[src/rtl/hand_bank.sv]
// hand_bank: multi-hand baccarat card store and scorer.
//   Takes one card per cycle over a valid/ready handshake and files it into
//   one of NUM_HANDS hands (MAX_CARDS slots each), keeping a running mod-10
//   score per hand. A multi-cycle clear sweeps every hand, one per cycle.
// Ports:
//   slow_clock, reset        - clock, synchronous active-high reset
//   deal_valid/hand/card     - offered card, target hand, rank (1..13)
//   deal_ready               - card can be taken this cycle
//   clear                    - empty all hands (takes NUM_HANDS cycles)
//   hand_cards/count/score   - per-hand slots, card count, score 0..9
//   hand_full, natural       - count==MAX_CARDS; two-card 8/9
//   deal_error               - one-cycle pulse after a rejected card
//   total_dealt              - saturating accepted-card counter (survives clear)

// One hand: slot storage, count and running score.
module hand_bank_hand #(
    parameter int MAX_CARDS = 3,
    parameter int CW        = 2
) (
    input  logic                      slow_clock,
    input  logic                      reset,
    input  logic                      clr,
    input  logic                      wr,
    input  logic [3:0]                card,
    output logic [MAX_CARDS-1:0][3:0] slots,
    output logic [CW-1:0]             count,
    output logic [3:0]                score
);
    logic [3:0] v;
    logic [4:0] sum;
    logic [3:0] score_nxt;

    // 10/J/Q/K are worth nothing; max sum 9+9 needs one wrap only.
    always_comb begin
        v         = (card <= 4'd9) ? card : 4'd0;
        sum       = {1'b0, score} + {1'b0, v};
        score_nxt = (sum >= 5'd10) ? 4'(sum - 5'd10) : sum[3:0];
    end

    always_ff @(posedge slow_clock) begin
        if (reset || clr) begin
            slots <= '0;
            count <= '0;
            score <= '0;
        end else if (wr) begin
            for (int s = 0; s < MAX_CARDS; s++)
                if (int'(count) == s) slots[s] <= card;
            count <= count + CW'(1);
            score <= score_nxt;
        end
    end
endmodule

module hand_bank #(
    parameter int NUM_HANDS = 2,
    parameter int MAX_CARDS = 3,
    parameter int HW        = (NUM_HANDS > 1) ? $clog2(NUM_HANDS) : 1,
    parameter int CW        = $clog2(MAX_CARDS + 1)
) (
    input  logic                            slow_clock,
    input  logic                            reset,
    input  logic                            deal_valid,
    input  logic [HW-1:0]                   deal_hand,
    input  logic [3:0]                      deal_card,
    output logic                            deal_ready,
    input  logic                            clear,
    output logic [NUM_HANDS*MAX_CARDS*4-1:0] hand_cards,
    output logic [NUM_HANDS*CW-1:0]         hand_count,
    output logic [NUM_HANDS*4-1:0]          hand_score,
    output logic [NUM_HANDS-1:0]            hand_full,
    output logic [NUM_HANDS-1:0]            natural,
    output logic                            deal_error,
    output logic [7:0]                      total_dealt
);
    typedef enum logic [0:0] {IDLE, CLEARING} state_t;

    state_t  state;
    logic [HW-1:0] ci;

    logic [NUM_HANDS-1:0][MAX_CARDS-1:0][3:0] cards_a;
    logic [NUM_HANDS-1:0][CW-1:0]             count_a;
    logic [NUM_HANDS-1:0][3:0]                score_a;

    logic xfer, hand_ok, card_ok, full_tgt, accept;

    assign deal_ready = (state == IDLE) && !clear;
    assign xfer       = deal_valid && deal_ready;
    assign hand_ok    = int'(deal_hand) < NUM_HANDS;
    assign card_ok    = (deal_card != 4'd0) && (deal_card <= 4'd13);

    // Fullness of the addressed hand; out-of-range index reads not-full
    // (it is rejected by hand_ok anyway).
    always_comb begin
        full_tgt = 1'b0;
        for (int h = 0; h < NUM_HANDS; h++)
            if (int'(deal_hand) == h) full_tgt = hand_full[h];
    end

    assign accept = xfer && hand_ok && card_ok && !full_tgt;

    for (genvar h = 0; h < NUM_HANDS; h++) begin : g_hand
        hand_bank_hand #(.MAX_CARDS(MAX_CARDS), .CW(CW)) u_hand (
            .slow_clock (slow_clock),
            .reset      (reset),
            .clr        ((state == CLEARING) && (ci == HW'(h))),
            .wr         (accept && (deal_hand == HW'(h))),
            .card       (deal_card),
            .slots      (cards_a[h]),
            .count      (count_a[h]),
            .score      (score_a[h])
        );
        assign hand_full[h] = int'(count_a[h]) == MAX_CARDS;
        assign natural[h]   = (int'(count_a[h]) == 2) && (score_a[h] >= 4'd8);
    end

    // Packed arrays flatten to hand-major, slot-minor order.
    assign hand_cards = cards_a;
    assign hand_count = count_a;
    assign hand_score = score_a;

    always_ff @(posedge slow_clock) begin
        if (reset) begin
            state       <= IDLE;
            ci          <= '0;
            deal_error  <= 1'b0;
            total_dealt <= '0;
        end else begin
            deal_error <= xfer && !accept;
            if (accept && total_dealt != 8'hFF)
                total_dealt <= total_dealt + 8'd1;
            case (state)
                IDLE: if (clear) begin
                    state <= CLEARING;
                    ci    <= '0;
                end
                CLEARING: begin
                    if (int'(ci) == NUM_HANDS - 1) begin
                        state <= IDLE;
                        ci    <= '0;
                    end else begin
                        ci <= ci + HW'(1);
                    end
                end
                default: state <= IDLE;
            endcase
        end
    end
endmodule

[config.mk]
export PLATFORM = sky130hd
export DESIGN_NAME = hand_bank
export DESIGN_NICKNAME = d
export VERILOG_FILES = /design/src/rtl/hand_bank.sv
export SDC_FILE = /design/constraint.sdc
export NUM_CORES = 1
export LEC_CHECK = 0
export CAP_MARGIN = 20
export CORE_AREA = 8 8 85 79
export CTS_CLUSTER_SIZE = 20
export DETAILED_ROUTE_END_ITERATION = 16
export DIE_AREA = 0 0 93 87
export PLACE_DENSITY = 0.83
export SLEW_MARGIN = 20
export SYNTH_ARGS = -nofsm -noshare
export SYNTH_HDL_FRONTEND = slang
export SYNTH_SLANG_ARGS = --single-unit
[constraint.sdc]
create_clock -name slow_clock -period 3.1 [get_ports slow_clock]
set_input_delay 0.465 -clock slow_clock [delete_from_list [all_inputs] [get_ports slow_clock]]
set_output_delay 0.465 -clock slow_clock [all_outputs]
set_load 0.1 [all_outputs]
# Yosys cells after proc, flatten, opt, wreduce, memory -nomap -nowiden
# Index checks and enable logic that the tools add are counted.
# classes
add_sub_neg	8
order_cmp	6
eq_ne	8
muxes	10
bitwise_logic	3
reduce_logical	27
# op_table
cell	n
logical AND 1 bit	13
two-way mux 4 bit	3
AND reduction 2 bit	6
adder 4 x 4 -> 5 bit	2
greater-or-equal comparator 5 x 4 -> 1 bit (second input constant)	2
adder 8 x 1 -> 8 bit (second input constant)	1
equality test 2 bit (second input constant)	4
greater-or-equal comparator 4 bit (second input constant)	2
<= comparator 4 bit (second input constant)	2
inequality test 8 bit (second input constant)	1
subtractor 4 bit (second input constant)	2
two-way mux 1 bit	5
adder 2 x 1 -> 2 bit (second input constant)	2
equality test 2 x 1 -> 1 bit (second input constant)	2
logical NOT 2 bit	2
one-hot mux 1 bit (2 select lines)	2
nonzero test 4 bit	1
logical NOT 1 bit	3
NOT 1 bit	3
logical OR 1 bit	2
inequality test 2 bit (second input constant)	1
adder 1 bit (second input constant)	1
# word_totals
register_bits	47
inputBits	9
output_inout_bits	50
word_cells	76

# Logic depth before layout (Yosys ltp)
# logic_depth
ltp_word	7
mapped_depth	14
mapped_depth_nobuf	12

# Cells and area by module
# From an unflattened synthesis, not the netlist that was laid out.
# hier_totals
hier_cells	305
area_unflattened_um2	2548.7
# modules_own_cells
module	instances	cells_each	area_each_um2	seq_area_each_um2
hand_bank_hand	2	117	978.4	360.3
hand_bank	1	71	591.8	220.2

# Worst setup path before layout
# Ideal clock, no wire load.
# synth_path
kind	reg-to-reg
start	register g_hand[1].u_hand.count[0]
end	register g_hand[1].u_hand.score[1]
setup_ps	122
t_arrival_ps	2818
required_ps	2978
path_slack_ps	160
path_stages_with_launch	7
n_path_buf	1
synth_period_minus_slack_ps	2940
cell_sequence	dfxtp_1 ha_1 and3b_1 buf_4 nand4_1 mux2i_1 a311o_1
# synth_between
elab_chain_len	5
# synth_rtl
element	line_no	rtl
start, declared	26	output logic [CW-1:0] count,
start signal, assigned	48	count <= count + CW'(1);
equality test 2 x 1 -> 1 bit	112	assign hand_full[h] = int'(count_a[h]) == MAX_CARDS;
via hand_full[1]	70	output logic [NUM_HANDS-1:0] hand_full,
two-way mux 1 bit	96	if (int'(deal_hand) == h) full_tgt = hand_full[h];
logical NOT 1 bit	99	assign accept = xfer && hand_ok && card_ok && !full_tgt;
logical AND 1 bit	99	
logical AND 1 bit	106	.wr (accept && (deal_hand == HW'(h))),
end signal, assigned	49	score <= score_nxt;
end, declared	27	output logic [3:0] score
# The timed path passes the listed nets, and every way through them passes these cells.
# A chain may end at the register's enable or synchronous reset.

# Final worst setup path
# layout_path
start	input deal_card[3]
end	register g_hand[0].u_hand.score[1]
# layout_between
elab_chain_len	5
word_cells_on_any_way	12
classes_between	2 x add/sub; 3 x order compare; 2 x mux; 5 x reduce/logical
# layout_rtl
element	line_no	rtl
start, declared	64	input logic [3:0] deal_card,
<= comparator 4 bit, or another cell as far along	35	v = (card <= 4'd9) ? card : 4'd0;
two-way mux 4 bit / logical AND 1 bit (equally long branches)	35, 89	
adder 4 x 4 -> 5 bit / logical AND 1 bit (equally long branches)	36, 99	
subtractor 4 bit, or another cell as far along	37	score_nxt = (sum >= 5'd10) ? 4'(sum - 5'd10) : sum[3:0];
two-way mux 4 bit / logical AND 1 bit (equally long branches)	37, 106	
end signal, assigned	49	
end, declared	27	
# Parallel ways exist; a longest one is shown, timed or not.

==> results.yml <==
timing:
  rsz0062_at_grt: "false"
  finalMaxSlewViolations: 0
  period_share_pct: 93.3
  finalCriticalPeriod_ns: 2.89
  finClkSkew_ns: 0.00589
  finalSetupViolCount: 0
  worst_pin_slew_ns: 0.574
  fmax_mhz: 346
  hold_violations: 0
  fin_setup_tns_ns: 0
  relSlewSlack_pct: 61.6
floorplanning:
  dieArea_mm2: 0.00809
  fp-row-count: 26
  core-area_mm2: 0.00540
  start_util_pct: 47.1
  io_pins: 59
  die_w_um: 93
  die_h_um: 87
power_and_ir_drop:
  combPwrFrac_pct: 18.8
  power.density_mw_per_mm2: 415
  p_seq_share_pct: 45.7
  power_switching_mw: 0.399
  pwr-share-clk_pct: 35.5
  swShare_pct: 29.2
  p_leak_nw: 1.39
  peakVddDrop_mv: 0.263
  internal_power_mw: 0.968
synthesis:
  post-synth-top-area-fraction_pct: 37.0
  synth_edf_count: 0
  synthFlopType: "dfxtp_1"
  synth.distinct_cells: 43
  async_flop_share_pct: 0
  synth.area.top_cells: "dfxtp_1 (37%), ha_1 (9.4%), nand2_1 (6.1%)"
  ys_warn_count: 0
  yosys.area.top_type: "dfxtp_1"
  ys_ff_latch: 47
  syn_area_per_cell_um2: 8.31
  ys_seq_area_share_pct: 37.0
  postSynthCellCount: 306
  synth_area_mm2: 0.00254
  syn-num-nets: 334
clock_network:
  cts_hold_buf: 0
  cts_sinks: 47
  cts_tree: "done"
  h-tree-depth: 2
  cts.path.max_buffers: 2
  insertion_delay_ns: 0.31
  root_buffer: "clkbuf_8"
  clk_pin_slew_worst_paths_ns: 0.09
  cts_buffers: 5
critical_path:
  crit_path_top_delay_cell: "clkdlybuf4s50_1"
  crit_path_start_kind: "input pin"
  cp_max_fo: 4
  worst_ep_arrival_time_ns: 3.09
  cp_common_cell: "ha_1"
  cp-end-kind: "flip-flop"
  slowest_delay_ns: 0.52
  path_cells: "clkdlybuf4s50_1 > o21ai_0 > and2_1 > ha_1 > ha_1 > and2_1 > a211oi_2 > inv_1 > ha_1 > o31ai_1 > nand2_1 > mux2i_1 > a311o_1"
  cp.required_ns: 3.30
  critical_path_class: "input pin to flip-flop"
layout:
  antenna_cells: 0
  nets: 406
  drive_gt1_share_pct: 24.3
  finish.utilization_pct: 61.0
  syn2layout_area_growth_pct: 29.6
  finalNonFillerCells: 449
  final.fill_count: 485
run_status:
  status: "finished, final reports clean"
placed_design:
  io_buffers: 58
  place_inst: 441
  gp_congestion: 0.861
  hpwl_mm: 5.17
route:
  ant_nets: 0
  avgViaCountPerCell: 5.43
  drtPass1Iterations: 4
  drc: 0
  wl_per_cell_um: 15.3
  wl_mm: 6.85
  dr.first_iter.drc_count: 129
  vias: 2439
job:
  drv_cap: 0
global_route:
  grt-ovfl-total: 0
  grtUsageTotal_pct: 16.6
  grt_antenna_before_repair: 0
  grt_pass1_vias: 2314
  grt_max_degree: 18
  grt_pass1_wl_mm: 10.8
worst_hold_path:
  min_path_type: "flip-flop to flip-flop"
[Yosys cell counts, types with 3 or more instances]
cell type	count
nor3b_1	3
buf_4	3
a211oi_1	5
nor2_1	25
nand4_1	6
and2_1	6
xnor2_1	5
and3_1	3
nand3_1	29
inv_1	10
buf_6	4
dfxtp_1	47
ha_1	19
nor2b_1	7
mux2i_1	6
xor2_1	6
clkbuf_1	8
nand3b_1	5
a21oi_1	30
o21ai_0	5
nand2_1	41
[worst max-delay path, delay by kind of cell]
| kind | cells | cell delay, ns |
|---|---|---|
| mux | 1 | 0.14 |
| buf+inv | 2 | 0.62 |
| simple gates | 3 | 0.47 |
| compound gates | 4 | 0.78 |
| fa+ha+maj | 3 | 0.62 |
[cells by family after synthesis]
kind of cell | synth area share (%)
muxes | 3.25
buffers and inverters | 6.05
DFF | 37.0
adders and majority gates | 9.35
xor gates and xnor gates | 3.79
AOI/OAI and AO/OA | 13.5
and+or+nand+nor | 27.0
[worst paths after layout]
kind	cells after the start	slack, ns	startpoint	end
worst max-delay path	13	0.21	deal_card[3]	g_hand[0].u_hand.score[1]$_SDFFE_PP0P_
worst min register to register	2	0.46	g_hand[0].u_hand.slots[7]$_SDFFE_PP0P_	g_hand[0].u_hand.slots[7]$_SDFFE_PP0P_
worst min-delay path	2	0.46	g_hand[0].u_hand.slots[7]$_SDFFE_PP0P_	g_hand[0].u_hand.slots[7]$_SDFFE_PP0P_
worst max register to register	10	0.68	g_hand[0].u_hand.score[1]$_SDFFE_PP0P_	g_hand[0].u_hand.score[1]$_SDFFE_PP0P_
[per-layer routing]
metal	up-vias	track usage, %	share of wire (%)
li1	1211	-	-
met1	1144	18.9	45
met2	71	28.0	48
met3	13	5.34	6.2
met4	0	6.29	1.8
met5	-	0	0
[timing repair]
action / CTS / global route
setup endpoints to repair: 0 / 3
buffers inserted: 0 / 0
resized for setup: 0 / 2
[registers in the layout, summed over array words and instances (netlist names)]
signal               count
g_hand.u_hand.score      8
deal_error               1
total_dealt              8
g_hand.u_hand.count      4
g_hand.u_hand.slots     24
ci                       1
state                    1
[layout by cell type, fill, tap and decap left out, drive strengths merged, types with 3 or more instances in the layout]
master,instances
o21ai,5
nand4,6
xnor2,5
ha,19
dfxtp,47
clkbuf,6
buf,76
mux2i,6
nor3b,3
clkdlybuf4s50,8
and2,6
nor2,25
nand3b,5
inv,11
nor2b,7
nor4,3
nand2,41
xor2,6
nand3,29
and3,3
a21oi,30
a211oi,5
a311oi,3
[power by group through the flow]
stage	clock, mW	combinational, mW	sequential (mW)
after floorplan	0	0.119	0.694
after global placement	0	0.245	0.638
after detailed placement	0	0.252	0.638
after CTS	0.491	0.253	0.624
after global routing	0.523	0.273	0.626
final	0.485	0.257	0.625
[metrics by stage]
step           hold WS, ns  total power [mW]  area [µm²]  setup slack, ns
6_report             0.461              1.37        3300            0.207
5_1_grt              0.485              1.42        3300           0.0646
4_1_cts              0.464              1.37        3290            0.154
3_5_place_dp         0.451             0.890        3160           -0.142
3_3_place_gp         0.446             0.884        3160          -0.0309
2_1_floorplan        0.506             0.813        2540            0.160
[layout make-up]
cell class                      instances  area (µm²)  area share, %
Timing Repair Buffer                   84         651           19.7
Clock buffer                            6        82.6           2.51
Multi-Input combinational cell        230        1460           44.2
Clock inverter                          2        38.8           1.18
Sequential cell                        47         941           28.5
Inverter                               10        37.5           1.14
Tap cell                               70        87.6           2.66
Power figures use the tool's default switching activity.
